[src/rtl/bbox_tracker_pkg.sv]
// Shared types and widths for the bounding-box tracker and the sprite overlays it feeds.
package bbox_tracker_pkg;

  localparam int H_ACTIVE_DEF = 1280;
  localparam int V_ACTIVE_DEF = 720;

  // Raster counter widths and sprite-ready coordinate widths
  localparam int HC_W = 11;
  localparam int VC_W = 10;
  localparam int X_W  = 12;
  localparam int Y_W  = 11;

  typedef struct packed {
    logic [X_W-1:0] x;
    logic [Y_W-1:0] y;
    logic [X_W-1:0] xmax;
    logic [Y_W-1:0] ymax;
    logic           valid;
  } bbox_t;

  typedef enum logic [1:0] {IDLE, ACCUM, LATCH, PUBLISH} bbox_state_t;

endpackage

[src/rtl/bbox_tracker_if.sv]
// Pixel-stream input and published-box output bundle of the tracker.
interface bbox_tracker_if;
  import bbox_tracker_pkg::*;

  logic [HC_W-1:0] hcount_in;
  logic [VC_W-1:0] vcount_in;
  logic            valid_in;
  logic            mask_in;
  logic            new_frame_in;
  logic [X_W-1:0]  x_out;
  logic [Y_W-1:0]  y_out;
  logic [X_W-1:0]  xmax_out;
  logic [Y_W-1:0]  ymax_out;
  logic            box_valid_out;
  logic            done_out;

  // Tracker side
  modport slave (
    input  hcount_in, vcount_in, valid_in, mask_in, new_frame_in,
    output x_out, y_out, xmax_out, ymax_out, box_valid_out, done_out
  );

  // Mask-stage / consumer side
  modport master (
    output hcount_in, vcount_in, valid_in, mask_in, new_frame_in,
    input  x_out, y_out, xmax_out, ymax_out, box_valid_out, done_out
  );

endinterface

[src/rtl/bbox_tracker_minmax_accum.sv]
// Per-axis running min/max of qualifying pixel coordinates.
// clr restarts the pair for a new frame and still folds in that cycle's pixel.
module minmax_accum #(
  parameter int W = 11
) (
  input  logic         clk_in,
  input  logic         rst_in,
  input  logic         clr,
  input  logic         load,
  input  logic [W-1:0] din,
  output logic [W-1:0] min_q,
  output logic [W-1:0] max_q
);

  // Min starts at all-ones and max at zero so the first loaded pixel wins both
  always_ff @(posedge clk_in or posedge rst_in) begin
    if (rst_in) begin
      min_q <= '1;
      max_q <= '0;
    end else if (clr) begin
      min_q <= load ? din : '1;
      max_q <= load ? din : '0;
    end else if (load) begin
      if (din < min_q) min_q <= din;
      if (din > max_q) max_q <= din;
    end
  end

endmodule

[src/rtl/bbox_tracker.sv]
// Per-frame bounding-box extractor: tracks min/max of set mask pixels and publishes
// centre and far edges two cycles after each frame boundary.
module bbox_tracker
  import bbox_tracker_pkg::*;
#(
  parameter int H_ACTIVE   = H_ACTIVE_DEF,
  parameter int V_ACTIVE   = V_ACTIVE_DEF,
  parameter int MIN_PIXELS = 16,
  parameter int CNT_W      = 20
) (
  input  logic           clk_in,
  input  logic           rst_in,
  bbox_tracker_if.slave  bus
);

  logic            qual;
  logic [HC_W-1:0] xmin, xmax;
  logic [VC_W-1:0] ymin, ymax;
  logic [CNT_W-1:0] count;
  logic            cnt_ok;

  bbox_state_t     state, state_nx;
  logic            snap_en, pub_en;

  logic [HC_W-1:0] snap_xmin, snap_xmax;
  logic [VC_W-1:0] snap_ymin, snap_ymax;
  logic            snap_ok;

  logic [X_W:0]    sum_x;
  logic [Y_W:0]    sum_y;
  bbox_t           box_nx, res_q;
  logic            done_q;

  assign qual = bus.valid_in & bus.mask_in
              & (bus.hcount_in < HC_W'(H_ACTIVE))
              & (bus.vcount_in < VC_W'(V_ACTIVE));

  minmax_accum #(.W(HC_W)) u_x_accum (
    .clk_in (clk_in),
    .rst_in (rst_in),
    .clr    (bus.new_frame_in),
    .load   (qual),
    .din    (bus.hcount_in),
    .min_q  (xmin),
    .max_q  (xmax)
  );

  minmax_accum #(.W(VC_W)) u_y_accum (
    .clk_in (clk_in),
    .rst_in (rst_in),
    .clr    (bus.new_frame_in),
    .load   (qual),
    .din    (bus.vcount_in),
    .min_q  (ymin),
    .max_q  (ymax)
  );

  // Saturating set-pixel counter; the new_frame_in pixel belongs to the new frame
  always_ff @(posedge clk_in or posedge rst_in) begin
    if (rst_in) begin
      count <= '0;
    end else if (bus.new_frame_in) begin
      count <= {{(CNT_W-1){1'b0}}, qual};
    end else if (qual && (count != '1)) begin
      count <= count + 1'b1;
    end
  end

  // A zero count is never a box, even if MIN_PIXELS is configured as 0
  assign cnt_ok = (count >= CNT_W'(MIN_PIXELS)) && (count != '0);

  // Result FSM state register
  always_ff @(posedge clk_in or posedge rst_in) begin
    if (rst_in) state <= IDLE;
    else        state <= state_nx;
  end

  // Next state; frame ends seen during LATCH/PUBLISH are not snapshotted
  always_comb begin
    state_nx = state;
    snap_en  = 1'b0;
    pub_en   = 1'b0;
    case (state)
      IDLE:    if (bus.new_frame_in) state_nx = ACCUM;
      ACCUM:   if (bus.new_frame_in) begin
                 state_nx = LATCH;
                 snap_en  = 1'b1;
               end
      LATCH:   begin
                 state_nx = PUBLISH;
                 pub_en   = 1'b1;
               end
      PUBLISH: state_nx = ACCUM;
      default: state_nx = IDLE;
    endcase
  end

  // Snapshot of the ended frame, taken before the accumulators restart
  always_ff @(posedge clk_in or posedge rst_in) begin
    if (rst_in) begin
      snap_xmin <= '0;
      snap_xmax <= '0;
      snap_ymin <= '0;
      snap_ymax <= '0;
      snap_ok   <= 1'b0;
    end else if (snap_en) begin
      snap_xmin <= xmin;
      snap_xmax <= xmax;
      snap_ymin <= ymin;
      snap_ymax <= ymax;
      snap_ok   <= cnt_ok;
    end
  end

  // Centre = floor of the min/max midpoint; an undersized frame publishes an all-zero box
  always_comb begin
    sum_x  = (X_W+1)'(snap_xmin) + (X_W+1)'(snap_xmax);
    sum_y  = (Y_W+1)'(snap_ymin) + (Y_W+1)'(snap_ymax);
    box_nx = '0;
    if (snap_ok) begin
      box_nx.x     = sum_x[X_W:1];
      box_nx.y     = sum_y[Y_W:1];
      box_nx.xmax  = X_W'(snap_xmax);
      box_nx.ymax  = Y_W'(snap_ymax);
      box_nx.valid = 1'b1;
    end
  end

  // Output registers, written once per publish and held otherwise
  always_ff @(posedge clk_in or posedge rst_in) begin
    if (rst_in) begin
      res_q  <= '0;
      done_q <= 1'b0;
    end else begin
      done_q <= pub_en;
      if (pub_en) res_q <= box_nx;
    end
  end

  assign bus.x_out         = res_q.x;
  assign bus.y_out         = res_q.y;
  assign bus.xmax_out      = res_q.xmax;
  assign bus.ymax_out      = res_q.ymax;
  assign bus.box_valid_out = res_q.valid;
  assign bus.done_out      = done_q;

endmodule

[src/flat_wrapper.sv]
// flat-port wrapper written by rule: the top's interface ports become plain ports
module bbox_tracker_flat import bbox_tracker_pkg::*;
#(
  parameter int H_ACTIVE   = H_ACTIVE_DEF,
  parameter int V_ACTIVE   = V_ACTIVE_DEF,
  parameter int MIN_PIXELS = 16,
  parameter int CNT_W      = 20
)
  (clk_in, rst_in, bus_hcount_in, bus_vcount_in, bus_valid_in, bus_mask_in, bus_new_frame_in, bus_x_out, bus_y_out, bus_xmax_out, bus_ymax_out, bus_box_valid_out, bus_done_out);
  bbox_tracker_if bus_i ();
  input  logic clk_in;
  input  logic rst_in;
  input wire logic [$bits(bus_i.hcount_in)-1:0] bus_hcount_in;
  input wire logic [$bits(bus_i.vcount_in)-1:0] bus_vcount_in;
  input wire logic [$bits(bus_i.valid_in)-1:0] bus_valid_in;
  input wire logic [$bits(bus_i.mask_in)-1:0] bus_mask_in;
  input wire logic [$bits(bus_i.new_frame_in)-1:0] bus_new_frame_in;
  output wire logic [$bits(bus_i.x_out)-1:0] bus_x_out;
  output wire logic [$bits(bus_i.y_out)-1:0] bus_y_out;
  output wire logic [$bits(bus_i.xmax_out)-1:0] bus_xmax_out;
  output wire logic [$bits(bus_i.ymax_out)-1:0] bus_ymax_out;
  output wire logic [$bits(bus_i.box_valid_out)-1:0] bus_box_valid_out;
  output wire logic [$bits(bus_i.done_out)-1:0] bus_done_out;
  assign bus_i.hcount_in = bus_hcount_in;
  assign bus_i.vcount_in = bus_vcount_in;
  assign bus_i.valid_in = bus_valid_in;
  assign bus_i.mask_in = bus_mask_in;
  assign bus_i.new_frame_in = bus_new_frame_in;
  assign bus_x_out = bus_i.x_out;
  assign bus_y_out = bus_i.y_out;
  assign bus_xmax_out = bus_i.xmax_out;
  assign bus_ymax_out = bus_i.ymax_out;
  assign bus_box_valid_out = bus_i.box_valid_out;
  assign bus_done_out = bus_i.done_out;
  bbox_tracker #(.H_ACTIVE(H_ACTIVE), .V_ACTIVE(V_ACTIVE), .MIN_PIXELS(MIN_PIXELS), .CNT_W(CNT_W)) u_core (.clk_in(clk_in), .rst_in(rst_in), .bus(bus_i));
endmodule
[config.mk]
export PLATFORM = sky130hd
export DESIGN_NAME = bbox_tracker_flat
export DESIGN_NICKNAME = d
export VERILOG_FILES = /design/src/rtl/bbox_tracker_pkg.sv /design/src/rtl/bbox_tracker_if.sv /design/src/rtl/bbox_tracker_minmax_accum.sv /design/src/rtl/bbox_tracker.sv /design/src/flat_wrapper.sv
export SDC_FILE = /design/constraint.sdc
export NUM_CORES = 1
export LEC_CHECK = 0
export ABC_AREA = 1
export BUFFER_PORTS_ARGS = -buffer_cell sky130_fd_sc_hd__buf_2
export CAP_MARGIN = 25
export CORE_MARGIN = 1
export CORE_UTILIZATION = 56
export CTS_BUF_LIST = sky130_fd_sc_hd__clkbuf_4
export DETAILED_ROUTE_END_ITERATION = 10
export PLACE_DENSITY_LB_ADDON = 0.3
export SKIP_LAST_GASP = 1
export SYNTH_ARGS = -nofsm -noshare
export SYNTH_HDL_FRONTEND = slang
export SYNTH_SLANG_ARGS = --single-unit
export TNS_END_PERCENT = 20
[constraint.sdc]
create_clock -name clk_in -period 4.1 [get_ports clk_in]
set_input_delay 0.41 -clock clk_in [delete_from_list [all_inputs] [get_ports clk_in]]
set_output_delay 0.41 -clock clk_in [all_outputs]
set_load 0.1 [all_outputs]
==> summary.md <==
| Metric | Value |
|---|---|
| Initial antenna violation count | 1 |
| Die X | 126 µm |
| Setup WS pre-CTS | 1.54 ns |
| Crit path time final | 2.43 ns |
| Clock sinks | 151 |
| Full die area | 15,800 µm² |
| Highest clock rate | 0.411 GHz |
| DRT Pass-1 Iters | 10 |
| Layout cells sized above 1 | 13.7% |
| Total Routed Length | 19,500 µm |
| RePlAce Congestion | 0.928 |
| Synth cell types | 42 |
| TritonCTS buffer count | 17 |
| Crit-path leading delay family | buffers and inverters |
| Failing checks | DRC |
| Setup repair after global routing missed its margin | no |
| H-tree Lvls | 4 |
| CP Launch Type | register |
| Fin cells | 1,320 |
| Register area share after synthesis | 44.5% |
| Commonest cells after routing, fill and taps aside | 339 x nand2_1, 130 x dfrtp_1, 99 x inv_1 |
| Fin. Hold Viols | 0 |
| VDD IR max | 0.374 mV |
| Area growth syn-to-layout | 9.77% |
| Static leakage power | 5.06 nW |
| DRC violations left | 5 |
| Worst-Margin Slew | 1.00 ns |
| Crit path required time | 4.60 ns |
| HP Class | in -> reg |
| Tcrit/Tclk final | 59.4% |
| Crit path largest cell delay | 0.88 ns |
| Pin count of the biggest net entering global routing | 72 |
| Via density per instance | 5.44 |
| First-pass GRT wire length | 33,300 µm |
| Final critical-path setup slack | 1.67 ns |
| Crit end category | register |
| Root buf cell | clkbuf_4 |
| # IOs | 74 |
| DRT iter0 DRCs | 604 |
| Clk_skew | 0.0236 ns |
| Fin Hold WS | 0.118 ns |
| Cell Rows | 44 |
| Status | finished with violations |
| Post-Syn Area | 8550 µm² |
| Reg clk slew, reported paths | 0.14 ns |
| Per-cell routed wire length | 14.8 µm |
| WS Path Type | reg -> reg |
| Tot GR Track Use | 26.7% |
| Synth warnings | 0 |
| Slowest-stage cell, CP | inv_1 |
| GRT overflow | 0 |
| Via count | 7,180 |
| P per Cell Area | 666 nW/µm² |
| Synth Register Bits | 151 |
| Fin area | 9390 µm² |
| Arr. time, crit path | 2.94 ns |
| Synth Area per Inst | 8.04 µm² |
| Finish-stage setup viols | 0 |
| CP Cell Sequence | inv_1, ha_1, nand2_1, inv_1, nand3_1, nand2_1 |
| Post-synth EDFFs | 0 |
| Nets@finish | 1,213 |
| Tot Pwr | 6.25 mW |
| Share of flip-flops with an asynchronous set or reset | 100% |
| CP Buf/Inv Count | 2 |
| Final design utilization | 63.9% |
| Placed cell area | 9000 µm² |
| CTS tree | yes |
| Core ar. | 14,700 µm² |
| Initial Utilization | 58.2% |
| Dpl cells | 1,285 |
| Final antenna-violating net count | 0 |
| Cells after synthesis | 1,063 |
| Max_cap viols | 0 |
| Main flop type after synthesis | dfrtp_1 |
| Post-cts resize count | 0 |
| Max Slew Vio Count | 0 |
| Clock tree buffer depth | 2 |
| Setup TNS | 0 ns |
| I/O Buffers | 69 |
| Critical-path maximum fanout | 32 |
| Most common cell after layout, fill and taps aside | nand2_1 |
| Relative slew slack | 33.2% |
| Fill cell count | 1,288 |
| Vias in the first global route | 6,724 |
| Die Y | 126 µm |
| Latest clock arrival within the worst-skew pair | 0.57 ns |
| DP HPWL | 14,300 µm |
[state kept, by name, summed over array words and instances (netlist names), 2 cells and up]
signal	cells
u_core.bus.x_out	11
u_core.bus.xmax_out	11
u_core.bus.y_out	10
u_core.bus.ymax_out	10
u_core.count	20
u_core.snap_xmax	11
u_core.snap_xmin	11
u_core.snap_ymax	10
u_core.snap_ymin	10
u_core.state	2
u_core.u_x_accum.max_q	11
u_core.u_x_accum.min_q	11
u_core.u_y_accum.max_q	10
u_core.u_y_accum.min_q	10
[worst paths after layout]
| path | from | end | slack [ns] | depth (start not counted) |
|---|---|---|---|---|
| setup reg to reg | u_core.state[0] | u_core.bus.x_out[8] | 1.67 | 6 |
| hold / removal | bus_vcount_in[6] | u_core.u_y_accum.max_q[6] | 0.12 | 3 |
| max in group asynchronous | rst_in | u_core.u_y_accum.min_q[9] | 3.00 | 4 |
| setup / recovery | u_core.state[0] | u_core.bus.x_out[8] | 1.67 | 6 |
| min in group asynchronous | rst_in | u_core.bus.ymax_out[2] | 0.32 | 3 |
| hold reg to reg | u_core.u_x_accum.min_q[5] | u_core.u_x_accum.min_q[5] | 0.47 | 2 |
[metal layers]
metal / vias to the layer above / GRT usage [%] / routed length, µm
li1: 3597 / - / -
met1: 3352 / 39.3 / 9600
met2: 204 / 40.1 / 8720
met3: 27 / 4.84 / 912
met4: 0 / 8.54 / 314
met5: - / 0 / 0
[area by class of cell]
class	instances	area, µm²	share of cell area, %
multi-input cells	768	4150	44.2
flip-flops and latches	151	3800	40.5
repair buffers	77	433	4.61
inverters	107	412	4.39
well taps	184	230	2.45
clock inverters	12	201	2.15
clock buffers	20	150	1.60
diodes	1	2.50	0.0267
[synth_stat cells, types with 2 or more instances]
master    instances  share of area [%]
o21ai_2           5               0.51
ha_1             63                9.2
nor3_2            2               0.23
a21o_1            2               0.18
inv_2             4               0.18
o21ai_0          75                4.4
dfrtp_1         130                 38
nand2_1         340                 15
nand2_2           4               0.29
a22o_1           22                2.3
o21a_1            2               0.18
nand4_1          20                1.5
fa_1              2               0.47
dfstp_2          21                6.5
nand3_1          76                4.4
a21oi_1          34                2.0
xor2_1           11                1.1
buf_2             8               0.47
nand2_4           2               0.26
inv_1           100                4.4
clkbuf_1         21               0.92
nor3_1            5               0.29
buf_1             5               0.22
o21ai_1           3               0.18
nor2_1           65                2.9
buf_4             4               0.35
o21bai_1         22                1.9
[tightest hold or removal path: cells and delay by family]
family / cells / cell delay, ns
AND/OR/NAND/NOR: 2 / 0.13
buffers and inverters: 1 / 0.14
[logic make-up after synthesis]
| kind of cell | Yosys count | synth area share (%) |
|---|---|---|
| adder cells (fa/ha/maj) | 65 | 9.69 |
| AND/OR/NAND/NOR | 520 | 25.6 |
| XOR/XNOR | 11 | 1.13 |
| AO/OA/AOI/OAI | 168 | 12.0 |
| buffers and inverters | 147 | 7.10 |
| flip-flops | 151 | 44.5 |
| other | 1 | 0.0439 |
[power breakdown]
group | internal [mW] | switching [mW] | total, mW | leakage (nW)
sequential | 1.92 | 0.277 | 2.20 | 1.96
clock | 0.566 | 0.543 | 1.11 | 0.183
combinational | 0.666 | 2.28 | 2.95 | 2.91
total | 3.15 | 3.10 | 6.25 | 5.06
[repair_timing]
action                    in CTS  in global routing
hold endpoints to repair       0                  7
hold buffers                   0                  1
setup buffers                  0                  0
Power figures use the tool's default switching activity.
